`config.mk`:
```
export PLATFORM = sky130hd
export DESIGN_NAME = pa_ifu_icache_tag_ctrl_flat
export DESIGN_NICKNAME = d
export VERILOG_FILES = /design/src/rtl/pa_ifu_icache_tag_ctrl_if.sv /design/src/rtl/pa_ifu_icache_tag_ctrl.sv /design/src/flat_wrapper.sv
export SDC_FILE = /design/constraint.sdc
export NUM_CORES = 1
export LEC_CHECK = 0
export CAP_MARGIN = 10
export CORE_MARGIN = 2
export CORE_UTILIZATION = 29
export DETAILED_ROUTE_END_ITERATION = 8
export PLACE_DENSITY = 0.77
export SYNTH_ARGS = -nofsm -noshare
export SYNTH_HDL_FRONTEND = slang
export SYNTH_SLANG_ARGS = --single-unit
```
`constraint.sdc`:
```
create_clock -name forever_cpuclk -period 2.1 [get_ports forever_cpuclk]
set_input_delay 0.63 -clock forever_cpuclk [delete_from_list [all_inputs] [get_ports forever_cpuclk]]
set_output_delay 0.63 -clock forever_cpuclk [all_outputs]
set_load 0.01 [all_outputs]
```
`src/rtl/pa_ifu_icache_tag_ctrl_if.sv`:
```
// Bundle of the icache tag-array controller's request, handshake and SRAM port signals.
// master = tag controller side, slave = requesters plus the tag array.
interface pa_ifu_icache_tag_ctrl_if;
  logic        cp0_ifu_icache_inv_req;
  logic        ifu_cp0_icache_inv_done;
  logic        ifu_icache_tag_busy;
  logic        refill_tag_wr_req;
  logic [9:0]  refill_tag_wr_idx;
  logic [21:0] refill_tag_wr_tag;
  logic        refill_tag_wr_way;
  logic        refill_tag_wr_ack;
  logic        fetch_tag_rd_req;
  logic [9:0]  fetch_tag_rd_idx;
  logic        fetch_tag_rd_gnt;
  logic        icache_tag_cen;
  logic [2:0]  icache_tag_wen;
  logic [9:0]  icache_tag_idx;
  logic [46:0] icache_tag_din;

  modport master (
    input  cp0_ifu_icache_inv_req,
    input  refill_tag_wr_req,
    input  refill_tag_wr_idx,
    input  refill_tag_wr_tag,
    input  refill_tag_wr_way,
    input  fetch_tag_rd_req,
    input  fetch_tag_rd_idx,
    output ifu_cp0_icache_inv_done,
    output ifu_icache_tag_busy,
    output refill_tag_wr_ack,
    output fetch_tag_rd_gnt,
    output icache_tag_cen,
    output icache_tag_wen,
    output icache_tag_idx,
    output icache_tag_din
  );

  modport slave (
    output cp0_ifu_icache_inv_req,
    output refill_tag_wr_req,
    output refill_tag_wr_idx,
    output refill_tag_wr_tag,
    output refill_tag_wr_way,
    output fetch_tag_rd_req,
    output fetch_tag_rd_idx,
    input  ifu_cp0_icache_inv_done,
    input  ifu_icache_tag_busy,
    input  refill_tag_wr_ack,
    input  fetch_tag_rd_gnt,
    input  icache_tag_cen,
    input  icache_tag_wen,
    input  icache_tag_idx,
    input  icache_tag_din
  );
endinterface

```
`src/rtl/pa_ifu_icache_tag_ctrl.sv`:
```
// Icache tag-array port controller: arbitrates refill writes, fetch reads and the
// invalidate-all walk (cp0-requested or automatic after reset) onto one SRAM port.
module pa_ifu_icache_tag_ctrl #(
  parameter int IDX_W = 10,
  parameter int TAG_W = 22
) (
  input  logic                     forever_cpuclk,
  input  logic                     cpurst_b,
  pa_ifu_icache_tag_ctrl_if.master tag_bus
);

  typedef enum logic [1:0] {
    IDLE = 2'd0,
    WALK = 2'd1,
    DONE = 2'd2
  } state_t;

  localparam logic [IDX_W-1:0] CNT_MAX  = {IDX_W{1'b1}};
  localparam logic [IDX_W-1:0] CNT_ZERO = {IDX_W{1'b0}};
  localparam logic [IDX_W-1:0] CNT_STEP = IDX_W'(1'b1);
  localparam logic [9:0]       IDX_MASK = 10'((11'd1 << IDX_W) - 11'd1);

  state_t           state_r, state_s;
  logic [IDX_W-1:0] cnt_r, cnt_s;
  logic             walk_pend_r, walk_pend_s;
  logic             cp0_walk_r, cp0_walk_s;

  logic        cen_s;
  logic [2:0]  wen_s;
  logic [9:0]  idx_s;
  logic [46:0] din_s;
  logic        ack_s;
  logic        gnt_s;
  logic        inv_done_s;
  logic        inv_req_s;

  // Refill word: selected way gets vld+tag, fifo points at the other way as next victim.
  function automatic logic [46:0] refill_word(input logic way, input logic [21:0] tag);
    logic [21:0] field;
    field = 22'd0;
    field[TAG_W-1:0] = tag[TAG_W-1:0];
    refill_word = way ? {1'b0, 1'b1, field, 1'b0, 22'd0}
                      : {1'b1, 1'b0, 22'd0, 1'b1, field};
  endfunction

  assign inv_req_s = tag_bus.cp0_ifu_icache_inv_req;

  // Controller state registers.
  always_ff @(posedge forever_cpuclk or negedge cpurst_b) begin
    if (!cpurst_b) begin
      state_r     <= IDLE;
      cnt_r       <= CNT_ZERO;
      walk_pend_r <= 1'b1;
      cp0_walk_r  <= 1'b0;
    end else begin
      state_r     <= state_s;
      cnt_r       <= cnt_s;
      walk_pend_r <= walk_pend_s;
      cp0_walk_r  <= cp0_walk_s;
    end
  end

  // Next-state logic; a request during a walk restarts it rather than queueing a second one.
  always_comb begin
    state_s     = state_r;
    cnt_s       = cnt_r;
    walk_pend_s = walk_pend_r;
    cp0_walk_s  = cp0_walk_r;
    case (state_r)
      IDLE: begin
        if (walk_pend_r || inv_req_s) begin
          state_s     = WALK;
          cnt_s       = CNT_ZERO;
          walk_pend_s = 1'b0;
          cp0_walk_s  = cp0_walk_r | inv_req_s;
        end else begin
          state_s = IDLE;
        end
      end
      WALK: begin
        if (inv_req_s) begin
          cnt_s      = CNT_ZERO;
          cp0_walk_s = 1'b1;
        end else if (cnt_r == CNT_MAX) begin
          cnt_s   = CNT_ZERO;
          state_s = DONE;
        end else begin
          cnt_s = cnt_r + CNT_STEP;
        end
      end
      DONE: begin
        state_s     = walk_pend_r ? WALK : IDLE;
        cnt_s       = CNT_ZERO;
        walk_pend_s = inv_req_s;
        cp0_walk_s  = inv_req_s;
      end
      default: begin
        state_s     = IDLE;
        cnt_s       = CNT_ZERO;
        walk_pend_s = 1'b1;
        cp0_walk_s  = 1'b0;
      end
    endcase
  end

  // Array port drive and requester handshakes; refill wins over fetch in IDLE.
  always_comb begin
    cen_s      = 1'b0;
    wen_s      = 3'b000;
    idx_s      = 10'd0;
    din_s      = 47'd0;
    ack_s      = 1'b0;
    gnt_s      = 1'b0;
    inv_done_s = 1'b0;
    case (state_r)
      IDLE: begin
        if (tag_bus.refill_tag_wr_req) begin
          cen_s = 1'b1;
          ack_s = 1'b1;
          idx_s = tag_bus.refill_tag_wr_idx & IDX_MASK;
          wen_s = {1'b1, tag_bus.refill_tag_wr_way, ~tag_bus.refill_tag_wr_way};
          din_s = refill_word(tag_bus.refill_tag_wr_way, tag_bus.refill_tag_wr_tag);
        end else if (tag_bus.fetch_tag_rd_req) begin
          cen_s = 1'b1;
          gnt_s = 1'b1;
          idx_s = tag_bus.fetch_tag_rd_idx & IDX_MASK;
        end else begin
          cen_s = 1'b0;
        end
      end
      WALK: begin
        cen_s = 1'b1;
        wen_s = 3'b111;
        idx_s = 10'(cnt_r);
      end
      DONE: begin
        inv_done_s = cp0_walk_r;
      end
      default: begin
        cen_s = 1'b0;
      end
    endcase
  end

  assign tag_bus.icache_tag_cen          = cen_s;
  assign tag_bus.icache_tag_wen          = wen_s;
  assign tag_bus.icache_tag_idx          = idx_s;
  assign tag_bus.icache_tag_din          = din_s;
  assign tag_bus.refill_tag_wr_ack       = ack_s;
  assign tag_bus.fetch_tag_rd_gnt        = gnt_s;
  assign tag_bus.ifu_cp0_icache_inv_done = inv_done_s;
  assign tag_bus.ifu_icache_tag_busy     = walk_pend_r | (state_r != IDLE);

endmodule

```
`src/flat_wrapper.sv`:
```
// flat-port wrapper written by rule: the top's interface ports become plain ports
module pa_ifu_icache_tag_ctrl_flat 
#(
  parameter int IDX_W = 10,
  parameter int TAG_W = 22
)
  (forever_cpuclk, cpurst_b, tag_bus_cp0_ifu_icache_inv_req, tag_bus_refill_tag_wr_req, tag_bus_refill_tag_wr_idx, tag_bus_refill_tag_wr_tag, tag_bus_refill_tag_wr_way, tag_bus_fetch_tag_rd_req, tag_bus_fetch_tag_rd_idx, tag_bus_ifu_cp0_icache_inv_done, tag_bus_ifu_icache_tag_busy, tag_bus_refill_tag_wr_ack, tag_bus_fetch_tag_rd_gnt, tag_bus_icache_tag_cen, tag_bus_icache_tag_wen, tag_bus_icache_tag_idx, tag_bus_icache_tag_din);
  pa_ifu_icache_tag_ctrl_if tag_bus_i ();
  input  logic forever_cpuclk;
  input  logic cpurst_b;
  input wire logic [$bits(tag_bus_i.cp0_ifu_icache_inv_req)-1:0] tag_bus_cp0_ifu_icache_inv_req;
  input wire logic [$bits(tag_bus_i.refill_tag_wr_req)-1:0] tag_bus_refill_tag_wr_req;
  input wire logic [$bits(tag_bus_i.refill_tag_wr_idx)-1:0] tag_bus_refill_tag_wr_idx;
  input wire logic [$bits(tag_bus_i.refill_tag_wr_tag)-1:0] tag_bus_refill_tag_wr_tag;
  input wire logic [$bits(tag_bus_i.refill_tag_wr_way)-1:0] tag_bus_refill_tag_wr_way;
  input wire logic [$bits(tag_bus_i.fetch_tag_rd_req)-1:0] tag_bus_fetch_tag_rd_req;
  input wire logic [$bits(tag_bus_i.fetch_tag_rd_idx)-1:0] tag_bus_fetch_tag_rd_idx;
  output wire logic [$bits(tag_bus_i.ifu_cp0_icache_inv_done)-1:0] tag_bus_ifu_cp0_icache_inv_done;
  output wire logic [$bits(tag_bus_i.ifu_icache_tag_busy)-1:0] tag_bus_ifu_icache_tag_busy;
  output wire logic [$bits(tag_bus_i.refill_tag_wr_ack)-1:0] tag_bus_refill_tag_wr_ack;
  output wire logic [$bits(tag_bus_i.fetch_tag_rd_gnt)-1:0] tag_bus_fetch_tag_rd_gnt;
  output wire logic [$bits(tag_bus_i.icache_tag_cen)-1:0] tag_bus_icache_tag_cen;
  output wire logic [$bits(tag_bus_i.icache_tag_wen)-1:0] tag_bus_icache_tag_wen;
  output wire logic [$bits(tag_bus_i.icache_tag_idx)-1:0] tag_bus_icache_tag_idx;
  output wire logic [$bits(tag_bus_i.icache_tag_din)-1:0] tag_bus_icache_tag_din;
  assign tag_bus_i.cp0_ifu_icache_inv_req = tag_bus_cp0_ifu_icache_inv_req;
  assign tag_bus_i.refill_tag_wr_req = tag_bus_refill_tag_wr_req;
  assign tag_bus_i.refill_tag_wr_idx = tag_bus_refill_tag_wr_idx;
  assign tag_bus_i.refill_tag_wr_tag = tag_bus_refill_tag_wr_tag;
  assign tag_bus_i.refill_tag_wr_way = tag_bus_refill_tag_wr_way;
  assign tag_bus_i.fetch_tag_rd_req = tag_bus_fetch_tag_rd_req;
  assign tag_bus_i.fetch_tag_rd_idx = tag_bus_fetch_tag_rd_idx;
  assign tag_bus_ifu_cp0_icache_inv_done = tag_bus_i.ifu_cp0_icache_inv_done;
  assign tag_bus_ifu_icache_tag_busy = tag_bus_i.ifu_icache_tag_busy;
  assign tag_bus_refill_tag_wr_ack = tag_bus_i.refill_tag_wr_ack;
  assign tag_bus_fetch_tag_rd_gnt = tag_bus_i.fetch_tag_rd_gnt;
  assign tag_bus_icache_tag_cen = tag_bus_i.icache_tag_cen;
  assign tag_bus_icache_tag_wen = tag_bus_i.icache_tag_wen;
  assign tag_bus_icache_tag_idx = tag_bus_i.icache_tag_idx;
  assign tag_bus_icache_tag_din = tag_bus_i.icache_tag_din;
  pa_ifu_icache_tag_ctrl #(.IDX_W(IDX_W), .TAG_W(TAG_W)) u_core (.forever_cpuclk(forever_cpuclk), .cpurst_b(cpurst_b), .tag_bus(tag_bus_i));
endmodule
```
==> impl_metrics.csv <==
group,metric,value,unit
pwr,power.density,224,nW/um^2
pwr,seq_power_share,39.5,%
final_layout,drive_above_1_share,55.5,%
pwr,power.share.combinational,23.1,%
logic_synthesis,synth_cells,172,
global_route,grt_overflow,0,
timing,setup_viol,58,
timing,slew_viol_final,0,
timing,timing.final.crit_period,2.44,ns
route,wirelength,7150,um
route,wire_per_inst,19.2,um
floorplanning,core_area,4380,sq um
final_layout,final_cell_mix,"65 x buf_6, 42 x clkdlybuf4s50_1, 23 x and2_4, 23 x buf_4, 21 x and3_4",
route,ant_nets,0,
route,dr.pass1.iters,6,
pwr,power.total,0.718,mW
logic_synthesis,synth_edf_count,0,
floorplanning,num_rows,24,
floorplanning,io_pins,113,
logic_synthesis,yosysUniqueCellTypes,42,
hold_path,hold_path_class,"flip-flop to flip-flop",
worst_setup_path,crit_chain,"nor3b_4, buf_6, and2b_4, buf_12, buf_16, and2_4, buf_6",
place,portBuffers,112,
logic_synthesis,synth_async_sr_flop_share,100,%
floorplanning,die_w,71.9,um
route,drc,0,
status,violations,"setup timing",
clock_tree,cts_made_buffers,3,
logic_synthesis,syn_avg_cell_area,7.77,sq um
timing,maxSlewHeadroom,75.1,%
worst_setup_path,worst-endpoint-arrival,1.81,ns
global_route,grt_max_degree,15,
pwr,internal_power,0.545,mW
logic_synthesis,synth.largest_area_cell,"dfrtp_1",
global_route,antenna_found_initial,0,
final_layout,final_common_cell,"buf_6",
timing,rsz0062_at_grt,"true",
clock_tree,path_clk_slew,0.06,ns
worst_setup_path,crit_path_end_kind,"output pin",
timing,min_period_over_period,116,%
worst_setup_path,crit_required,1.47,ns
pwr,p_sw,0.173,mW
route,routed_via_density,5.40,
timing,max_freq,409,MHz
logic_synthesis,synth_top_area_share,24.3,%
floorplanning,start_util,30.5,%
worst_setup_path,crit_fanout,6,
global_route,grt_usage,23.5,%
worst_setup_path,critPathKind,"flip-flop to output pin",
final_layout,finalNetCount,371,
timing,setup_tns,-12.98,ns
global_route,grt_pass1_vias,1856,
clock_tree,htree_levels,1,
logic_synthesis,syn_nets,221,
pwr,leakage,1.55,nW
clock_tree,cts.sinks,14,
logic_synthesis,ys_seq_area_share,26.3,%
clock_tree,clk_latency,0.25,ns
final_layout,final_util,73.3,%
timing,holdWs,0.549,ns
pwr,clockPowerShare,37.5,%
route,drt-initial-drc-count,158,
logic_synthesis,synth_area_leaders,"dfrtp_1 24%, and3_1 11%, and2_1 11%, a222oi_1 5.2%, nor2_1 3.9%",
route,vias,2016,
clock_tree,cts_root_buffer,"clkbuf_8",
clock_tree,cts_buffer_depth,2,
flow_run,maxCapViolCount,0,
logic_synthesis,synth_top_flop_cell,"dfrtp_1",
logic_synthesis,ys_warn_count,0,
pwr,p_sw_share,24.1,%
final_layout,area_growth_syn_to_layout,140,%
timing,hold_viol,0,
timing,clock_skew,0.00284,ns
floorplanning,die_h,71.9,um
timing,final.setup.worst_slack,-0.342,ns
clock_tree,cts_tree,"yes",
place,routabilityCongestion,0.818,
pwr,ir_drop,0.263,mV
status,status,"complete, but fails checks",
final_layout,antenna_cells,0,
worst_setup_path,start_kind,"flip-flop",
logic_synthesis,ys_ff_latch,14,
worst_setup_path,cp_common_cell,"buf_6",
logic_synthesis,synth_area,1340,sq um
floorplanning,die_area,5170,sq um
timing,worst_pin_slew,0.374,ns
global_route,grt_pass1_wl,9380,um
place,hpwl,4000,um
worst_setup_path,crit_path_top_delay_cell,"dfrtp_2",
worst_setup_path,cpPeakStageDelay,0.44,ns
worst paths after layout:
check,start,endpoint,slack [ns],depth (start not counted)
max reg2reg,u_core.cnt_r[0],u_core.cnt_r[9],0.37,5
max in group asynchronous,cpurst_b,u_core.walk_pend_r,1.18,2
min in group asynchronous,cpurst_b,u_core.cnt_r[8],0.69,2
min reg2reg,u_core.cp0_walk_r,u_core.cp0_walk_r,0.55,2
max,u_core.state_r[0],tag_bus_icache_tag_din[12],-0.34,7
min,u_core.cp0_walk_r,u_core.cp0_walk_r,0.55,2
worst max-delay path, delay by kind of cell (launching register included):
| kind | cells | cell delay (ns) |
|---|---|---|
| buffers and inverters | 4 | 0.48 |
| flip-flops | 1 | 0.44 |
| AND/OR/NAND/NOR | 3 | 0.63 |
power groups by stage:
stage          sequential [mW]  clock (mW)  combinational, mW
4_1_cts                  0.283       0.279              0.153
5_1_grt                  0.284       0.291              0.178
3_3_place_gp             0.287           0              0.151
2_1_floorplan            0.286           0             0.0345
3_5_place_dp             0.288           0              0.152
6_report                 0.283       0.269              0.166
sequential cells by signal, indices dropped and copies added (netlist names):
signal and flops:
u_core.cp0_walk_r 1, u_core.cnt_r 10, u_core.walk_pend_r 1, u_core.state_r 2
metal layers:
layer / vias up / wire (um) / global-route usage (%) / part of all wire [%]
met5: - / 0 / 0 / 0
met4: 0 / 299 / 14.0 / 4.2
met3: 26 / 517 / 4.22 / 7.2
met2: 135 / 3760 / 42.0 / 53
met1: 937 / 2580 / 25.8 / 36
li1: 918 / - / - / -
layout make-up:
class | count | area, sq um
tap | 52 | 65.1
fill | 274 | 1170
timing repair buffer | 158 | 1620
sequential | 14 | 354
inverter | 11 | 41.3
clock buffer | 4 | 55.1
multi-input combinational | 134 | 1080
logic make-up (layout without fill, tap and decap cells):
family	count (synthesis)	in the layout	synth area share (%)
compound gates	35	35	19.4
buf+inv	24	173	8.80
flops	14	14	26.3
fa+ha+maj	1	1	0.936
simple gates	98	98	44.6
metrics by stage:
| step | setup slack, ns | cell area [sq um] | cells |
|---|---|---|---|
| floorplan | 0.00160 | 1340 | 172 |
| global placement | -0.861 | 2640 | 346 |
| detailed placement | -0.882 | 2640 | 346 |
| CTS | -0.294 | 2960 | 370 |
| global route | -0.428 | 3210 | 373 |
| finish | -0.342 | 3210 | 373 |
what timing repair did:
action,CTS,global route
setup endpoints to repair,65,63
hold buffers,0,0
buffers inserted,13,5
pin swaps,36,16
cloned,7,0
resized for setup,294,114
synthesized netlist by cell type (2+ instances only):
| cell type | count |
|---|---|
| and3_1 | 24 |
| and2_1 | 23 |
| nor2_1 | 14 |
| dfrtp_1 | 13 |
| nand2_1 | 12 |
| inv_1 | 11 |
| o21ai_0 | 8 |
| a21oi_1 | 7 |
| a222oi_1 | 7 |
| clkbuf_1 | 7 |
| a211o_1 | 3 |
| nand3_1 | 3 |
| nor3_1 | 3 |
| a22oi_1 | 2 |
| a31oi_1 | 2 |
| buf_2 | 2 |
| clkbuf_8 | 2 |
| nand2b_1 | 2 |
| nor3b_2 | 2 |
| nor4_1 | 2 |
| or2_2 | 2 |
Note: power is estimated with default switching activity, not from simulation.
